===== src/rtl/td4_run_controller.sv =====
// ---------------------------------------------------------------------------
// td4_run_controller
//
// Program store and run-control sequencer for the 4-bit TD4-style core.
//
// The program lives in a 16x8 register file. The host fills it through WRITE
// commands while the core is halted. The core fetches from it combinationally:
// cpu_address goes in and cpu_instr comes out in the same cycle.
//
// The core advances only on cycles where cpu_step is high. This block
// decides when that happens:
//   HALT   - no steps
//   RUN    - one step every (div+1) cycles, with an optional address
//            breakpoint that halts instead of stepping
//   STEP   - exactly one step, then back to HALT
//   CPURST - holds the core in reset (cpu_rst_n low) for two cycles, then HALT
//
// Ports:
//   clk, n_reset          system clock; asynchronous active-low reset
//   cmd_valid/cmd_ready   byte command handshake; a command is accepted on a
//                         clk edge when both are high
//   cmd_op, cmd_data      0 WRITE, 1 CTRL, 2 SET_DIV, 3 SET_BP, plus payload
//   cpu_address           core program counter
//   cpu_instr             program byte at cpu_address (combinational)
//   cpu_step              single-cycle core clock-enable
//   cpu_rst_n             core reset, active-low, registered
//   state                 0 HALT, 1 RUN, 2 STEP, 3 CPURST
//   bp_hit                sticky: a breakpoint stopped RUN
//   err                   sticky: a WRITE arrived outside HALT
//   step_count            saturating count of issued cpu_step pulses
// ---------------------------------------------------------------------------
module td4_run_controller #(
    parameter int DIV_W = 8,
    parameter int CNT_W = 8
) (
    input  logic             clk,
    input  logic             n_reset,
    input  logic             cmd_valid,
    output logic             cmd_ready,
    input  logic [1:0]       cmd_op,
    input  logic [7:0]       cmd_data,
    input  logic [3:0]       cpu_address,
    output logic [7:0]       cpu_instr,
    output logic             cpu_step,
    output logic             cpu_rst_n,
    output logic [1:0]       state,
    output logic             bp_hit,
    output logic             err,
    output logic [CNT_W-1:0] step_count
);

    typedef enum logic [1:0] {
        ST_HALT   = 2'd0,
        ST_RUN    = 2'd1,
        ST_STEP   = 2'd2,
        ST_CPURST = 2'd3
    } run_state_t;

    localparam logic [1:0] OP_WRITE   = 2'd0;
    localparam logic [1:0] OP_CTRL    = 2'd1;
    localparam logic [1:0] OP_SET_DIV = 2'd2;
    localparam logic [1:0] OP_SET_BP  = 2'd3;

    run_state_t       state_reg;
    run_state_t       state_next;
    logic [3:0]       wr_ptr_reg;
    logic [DIV_W-1:0] div_reg;
    logic [DIV_W-1:0] div_active_reg;
    logic [DIV_W-1:0] div_cnt_reg;
    logic             bp_en_reg;
    logic [3:0]       bp_addr_reg;
    logic             bp_hit_reg;
    logic             err_reg;
    logic             first_due_reg;
    logic             cpu_rst_n_reg;
    logic             rst_cnt_reg;
    logic [CNT_W-1:0] step_count_reg;
    logic [15:0][7:0] mem_words;

    logic cmd_fire;
    logic is_write;
    logic is_ctrl;
    logic is_set_div;
    logic is_set_bp;
    logic mem_we;
    logic run_entry;
    logic cpurst_entry;
    logic run_due;
    logic bp_block;
    logic step_pulse;

    // ------------------------------------------------------------------
    // Command decode
    // ------------------------------------------------------------------
    assign cmd_ready    = (state_reg != ST_CPURST);
    assign cmd_fire     = cmd_valid & cmd_ready;
    assign is_write     = cmd_fire & (cmd_op == OP_WRITE);
    assign is_ctrl      = cmd_fire & (cmd_op == OP_CTRL);
    assign is_set_div   = cmd_fire & (cmd_op == OP_SET_DIV);
    assign is_set_bp    = cmd_fire & (cmd_op == OP_SET_BP);
    assign mem_we       = is_write & (state_reg == ST_HALT);
    assign run_entry    = is_ctrl & (cmd_data[1:0] == 2'b01);
    assign cpurst_entry = is_ctrl & (cmd_data[1:0] == 2'b11);

    // ------------------------------------------------------------------
    // Step generation. cpu_step is derived from registered state, but it
    // also looks at the live cpu_address so that the breakpoint can veto
    // the step that would execute the breakpoint instruction. The core's
    // PC is itself a register, so no combinational loop is formed.
    // ------------------------------------------------------------------
    assign run_due    = (state_reg == ST_RUN) && (div_cnt_reg == div_active_reg);
    assign bp_block   = run_due && bp_en_reg && (cpu_address == bp_addr_reg)
                        && !first_due_reg;
    assign step_pulse = (run_due && !bp_block) || (state_reg == ST_STEP);

    assign cpu_step   = step_pulse;
    assign cpu_rst_n  = cpu_rst_n_reg;
    assign state      = state_reg;
    assign bp_hit     = bp_hit_reg;
    assign err        = err_reg;
    assign step_count = step_count_reg;
    assign cpu_instr  = mem_words[cpu_address];

    // ------------------------------------------------------------------
    // Next state. The automatic transitions (breakpoint, end of STEP, end
    // of CPURST) are computed first. An accepted CTRL command then
    // overrides them, because a host command always has the final say.
    // ------------------------------------------------------------------
    always_comb begin
        state_next = state_reg;
        case (state_reg)
            ST_RUN:    if (bp_block) state_next = ST_HALT;
            ST_STEP:   state_next = ST_HALT;
            ST_CPURST: if (rst_cnt_reg) state_next = ST_HALT;
            default:   state_next = state_reg;
        endcase
        if (is_ctrl) begin
            case (cmd_data[1:0])
                2'b00:   state_next = ST_HALT;
                2'b01:   state_next = ST_RUN;
                // A STEP request while running is read as "stop".
                2'b10:   state_next = (state_reg == ST_RUN) ? ST_HALT : ST_STEP;
                default: state_next = ST_CPURST;
            endcase
        end
    end

    // ------------------------------------------------------------------
    // Control registers
    // ------------------------------------------------------------------
    always_ff @(posedge clk or negedge n_reset) begin
        if (!n_reset) begin
            state_reg      <= ST_HALT;
            cpu_rst_n_reg  <= 1'b0;
            rst_cnt_reg    <= 1'b0;
            wr_ptr_reg     <= 4'd0;
            div_reg        <= '0;
            div_active_reg <= '0;
            div_cnt_reg    <= '0;
            first_due_reg  <= 1'b0;
            bp_en_reg      <= 1'b0;
            bp_addr_reg    <= 4'd0;
            bp_hit_reg     <= 1'b0;
            err_reg        <= 1'b0;
            step_count_reg <= '0;
        end else begin
            state_reg     <= state_next;
            cpu_rst_n_reg <= (state_next != ST_CPURST);

            // CPURST lasts two cycles. The counter is 0 in the first cycle
            // and 1 in the second.
            if (cpurst_entry)
                rst_cnt_reg <= 1'b0;
            else if (state_reg == ST_CPURST)
                rst_cnt_reg <= 1'b1;

            // Rate divider. The divisor is latched into div_active_reg on
            // every reload, so a SET_DIV never disturbs a period that is
            // already in progress.
            if (run_entry) begin
                div_cnt_reg    <= '0;
                div_active_reg <= div_reg;
            end else if (state_reg == ST_RUN) begin
                if (run_due) begin
                    div_cnt_reg    <= '0;
                    div_active_reg <= div_reg;
                end else begin
                    div_cnt_reg <= div_cnt_reg + 1'b1;
                end
            end

            // The first due step after entering RUN skips the breakpoint
            // check, so the core can resume from the breakpoint address.
            if (run_entry)
                first_due_reg <= 1'b1;
            else if (run_due)
                first_due_reg <= 1'b0;

            if (run_entry)
                bp_hit_reg <= 1'b0;
            else if (bp_block)
                bp_hit_reg <= 1'b1;

            if (mem_we)
                wr_ptr_reg <= wr_ptr_reg + 4'd1;
            else if (is_ctrl && cmd_data[2])
                wr_ptr_reg <= 4'd0;

            if (is_write && (state_reg != ST_HALT))
                err_reg <= 1'b1;
            else if (is_ctrl && cmd_data[2])
                err_reg <= 1'b0;

            if (is_set_div)
                div_reg <= DIV_W'(cmd_data);

            if (is_set_bp) begin
                bp_en_reg   <= cmd_data[4];
                bp_addr_reg <= cmd_data[3:0];
            end

            // Entering CPURST clears the count. This takes priority over a
            // pulse issued in the same cycle.
            if (cpurst_entry)
                step_count_reg <= '0;
            else if (step_pulse && (step_count_reg != {CNT_W{1'b1}}))
                step_count_reg <= step_count_reg + 1'b1;
        end
    end

    // ------------------------------------------------------------------
    // Program store: one register per word. The whole store must clear on
    // the asynchronous reset, which rules out a RAM primitive.
    // ------------------------------------------------------------------
    genvar gi;
    generate
        for (gi = 0; gi < 16; gi++) begin : g_mem
            logic [7:0] word_reg;
            always_ff @(posedge clk or negedge n_reset) begin
                if (!n_reset)
                    word_reg <= 8'h00;
                else if (mem_we && (wr_ptr_reg == 4'(gi)))
                    word_reg <= cmd_data;
            end
            assign mem_words[gi] = word_reg;
        end
    endgenerate

endmodule

===== config.mk =====
export PLATFORM = sky130hd
export DESIGN_NAME = td4_run_controller
export DESIGN_NICKNAME = d
export VERILOG_FILES = /design/src/rtl/td4_run_controller.sv
export SDC_FILE = /design/constraint.sdc
export NUM_CORES = 1
export LEC_CHECK = 0
export BUFFER_PORTS_ARGS = -buffer_cell sky130_fd_sc_hd__buf_2
export CORE_MARGIN = 2
export CORE_UTILIZATION = 45
export DETAILED_ROUTE_END_ITERATION = 6
export HOLD_SLACK_MARGIN = 0.12
export SYNTH_ARGS = -nofsm -noshare
export SYNTH_HDL_FRONTEND = slang
export SYNTH_SLANG_ARGS = --single-unit

===== constraint.sdc =====
create_clock -name clk -period 3 [get_ports clk]
set_input_delay 0.75 -clock clk [delete_from_list [all_inputs] [get_ports clk]]
set_output_delay 0.75 -clock clk [all_outputs]
set_load 0.02 [all_outputs]

==> results.sh <==
export IMPL_die_area_um2=19100
export IMPL_peakVddDrop_v=0.000387
export IMPL_cts_sinks=176
export IMPL_crit_fanout=6
export IMPL_cts_root_buffer="clkbuf_16"
export IMPL_drt_iter0_drc=253
export IMPL_netlist_instances=557
export IMPL_gr_usage_met3_pct=3.57
export IMPL_grt_pass1_wl_um=30000
export IMPL_worst_path_max_delay_cell="mux4_2"
export IMPL_grt_busiest_layer="met2"
export IMPL_multi_input_area_um2=3590
export IMPL_wl_per_cell_um=21.6
export IMPL_path_buf_inv=3
export IMPL_syn_area_um2=8120
export IMPL_ant_nets=0
export IMPL_fin_crit_sh_pct=98.6
export IMPL_cp_required_ns=2.25
export IMPL_async_reset_ff_share_pct=100
export IMPL_insertion_delay_ns=0.42
export IMPL_avgViaCountPerCell=5.63
export IMPL_cp_top_family="multiplexers"
export IMPL_syn_nets=580
export IMPL_fmax_mhz=338
export IMPL_largest_reg_flops=128
export IMPL_rsz0062_at_grt="false"
export IMPL_finalWirelength_um=18500
export IMPL_vias=4831
export IMPL_path_cells="buf_12, buf_8, mux4_2, mux4_2, buf_4"
export IMPL_grt_max_degree=67
export IMPL_dpl_worst_slack_ns=-0.0964
export IMPL_ys_seq_area_share_pct=54.2
export IMPL_diodes=0
export IMPL_clockBufferDepth=2
export IMPL_drv_slew=0
export IMPL_path_common_cell="mux4_2"
export IMPL_start_kind="input port"
export IMPL_hold_class="input port to async pin"
export IMPL_grt_overflow=0
export IMPL_grt_util_all_layers_pct=20.5
export IMPL_period_minus_slack_ns=2.96
export IMPL_portBuffers=39
export IMPL_synth_top_area_cell="dfrtp_1"
export IMPL_yosys_warnings=0
export IMPL_clkTransAtPathRegs_ns=0.06
export IMPL_hpwl_um=12200
export IMPL_h_tree_depth=4
export IMPL_synth_ff_type="dfrtp_1"
export IMPL_seq_area_um2=4400
export IMPL_n_fill_cell=1458
export IMPL_worst_clock_skew_ns=0.00753
export IMPL_slew_headroom_pct=44.8
export IMPL_core_um2=17800
export IMPL_cts_tree="yes"
export IMPL_drc=0
export IMPL_io_pins=40
export IMPL_ys_top_cells_by_area="dfrtp_1, mux2_2, mux4_2"
export IMPL_critPathKind="input port to output pin"
export IMPL_status="completed"
export IMPL_drv_cap=0
export IMPL_fin_ws_ns=0.0418
export IMPL_use_met2_pct=34.0
export IMPL_drtPass1Iterations=4
export IMPL_final_layout_size_suffix_gt1_share_pct=47.9
export IMPL_dp_cells=824
export IMPL_design_power_total_uw=6500
export IMPL_gp_congestion=0.811
export IMPL_rows=49
export IMPL_fin_cells=858
export IMPL_setup_viol=0
export IMPL_cts_buffers=17
export IMPL_synth_edf_count=0
export IMPL_die_y_um=138
export IMPL_areaGrowthSynthToFinish_pct=17.1
export IMPL_cellPowerDensity_nw_per_um2=683
export IMPL_hold_ws_ns=0.331
export IMPL_die_w_um=138
export IMPL_ys_ff_latch=176
export IMPL_nets=639
export IMPL_hold_viol_final=0
export IMPL_arrival_ns=2.21
export IMPL_initial_core_util_pct=45.5
export IMPL_antenna_found_initial=0
export IMPL_worst_pin_slew_ns=0.825
export IMPL_grt_pass1_vias=5241
export IMPL_crit_path_end_kind="output pin"
export IMPL_synth_top_cell_area_share_pct=54.2
export IMPL_synth_avg_cell_area_um2=14.6
export IMPL_use_met1_pct=27.9
export IMPL_cpPeakStageDelay_ns=0.51
export IMPL_leakagePower_uw=0.00461
export IMPL_ys_types=44
[synthesized netlist by cell type (all sizes together), types with 4 or more instances]
| cell | n |
|---|---|
| clkbuf | 24 |
| buf | 6 |
| a21oi | 8 |
| nor3 | 5 |
| o21ai | 9 |
| mux2 | 149 |
| nand4 | 9 |
| nand2 | 35 |
| and3 | 4 |
| nor2 | 20 |
| xor2 | 18 |
| mux4 | 40 |
| ha | 6 |
| nand3 | 12 |
| dfrtp | 176 |
[cell usage in the layout (no fill, tap or decap), drive strengths merged, types with 12 or more instances in the layout]
| master | instances |
|---|---|
| nand3 | 12 |
| dfrtp | 176 |
| nor2 | 20 |
| mux2 | 149 |
| clkbuf | 20 |
| xor2 | 18 |
| buf | 70 |
| mux4 | 40 |
| nand2 | 35 |
[worst reg2reg max path, stage by stage (launching register included)]
cell     delay, ns
dfrtp_1       0.49
or3_4         0.48
nor3_2        0.33
nand2_2       0.33
mux2_1        0.40
[repair_timing]
item / 4_1_cts / 5_1_grt
resized for setup: 10 / 3
cloned: 2 / 0
hold buffers: 0 / 0
buffers inserted: 0 / 0
setup endpoints to repair: 8 / 2
[metrics by stage]
| stage | util, % | TNS (ns) | area (um2) |
|---|---|---|---|
| floorplan | - | 0 | 8140 |
| global placement | 49.3 | -0.588 | 8800 |
| detailed placement | 49.3 | -0.703 | 8800 |
| CTS | 53.3 | 0 | 9500 |
| global route | 53.3 | 0 | 9510 |
| finish | 53.3 | 0 | 9510 |
[routing by layer]
layer  vias up  share of wire (%)
met4         0                1.7
met1      2538                 47
met2        90                 49
met3        24                3.2
met5         -                  0
li1       2179                  -
[path summary, 6_finish.rpt]
path                                           start                                to  slack [ns]  cells after the start
max in group asynchronous                    n_reset     div_active_reg[0]$_DFFE_PN0P_        1.92                      2
min in group clk           first_due_reg$_DFFE_PN0N_         first_due_reg$_DFFE_PN0N_        0.50                      1
setup / recovery                      cpu_address[0]                      cpu_instr[2]        0.04                      5
hold / removal                               n_reset  g_mem[8].word_reg[5]$_DFFE_PN0P_        0.33                      1
hold reg to reg            first_due_reg$_DFFE_PN0N_         first_due_reg$_DFFE_PN0N_        0.50                      1
setup reg to reg                  state[1]$_DFF_PN0_  g_mem[3].word_reg[2]$_DFFE_PN0P_        0.84                      4
[power breakdown]
| part | switching [uW] | internal, uW | total (uW) |
|---|---|---|---|
| logic | 510 | 613 | 1120 |
| clock network | 928 | 1380 | 2310 |
| registers | 289 | 2780 | 3070 |
| total | 1730 | 4770 | 6500 |
[cell families after synthesis]
| family | Yosys count | synth area share (%) |
|---|---|---|
| muxes | 189 | 31.7 |
| and+or+nand+nor | 103 | 6.98 |
| AOI/OAI and AO/OA | 31 | 2.48 |
| xor gates and xnor gates | 19 | 2.05 |
| DFF | 176 | 54.2 |
| buffers and inverters | 33 | 1.60 |
| adders and majority gates | 6 | 0.924 |
[area by class of cell]
| class | count | area share [%] |
|---|---|---|
| inverters | 3 | 0.118 |
| clock inverters | 12 | 1.64 |
| well taps | 229 | 3.01 |
| multi-input cells | 348 | 37.8 |
| flip-flops and latches | 176 | 46.3 |
| clock buffers | 20 | 4.91 |
| repair buffers | 70 | 6.26 |
No activity file was read; power rests on OpenSTA's default activity.
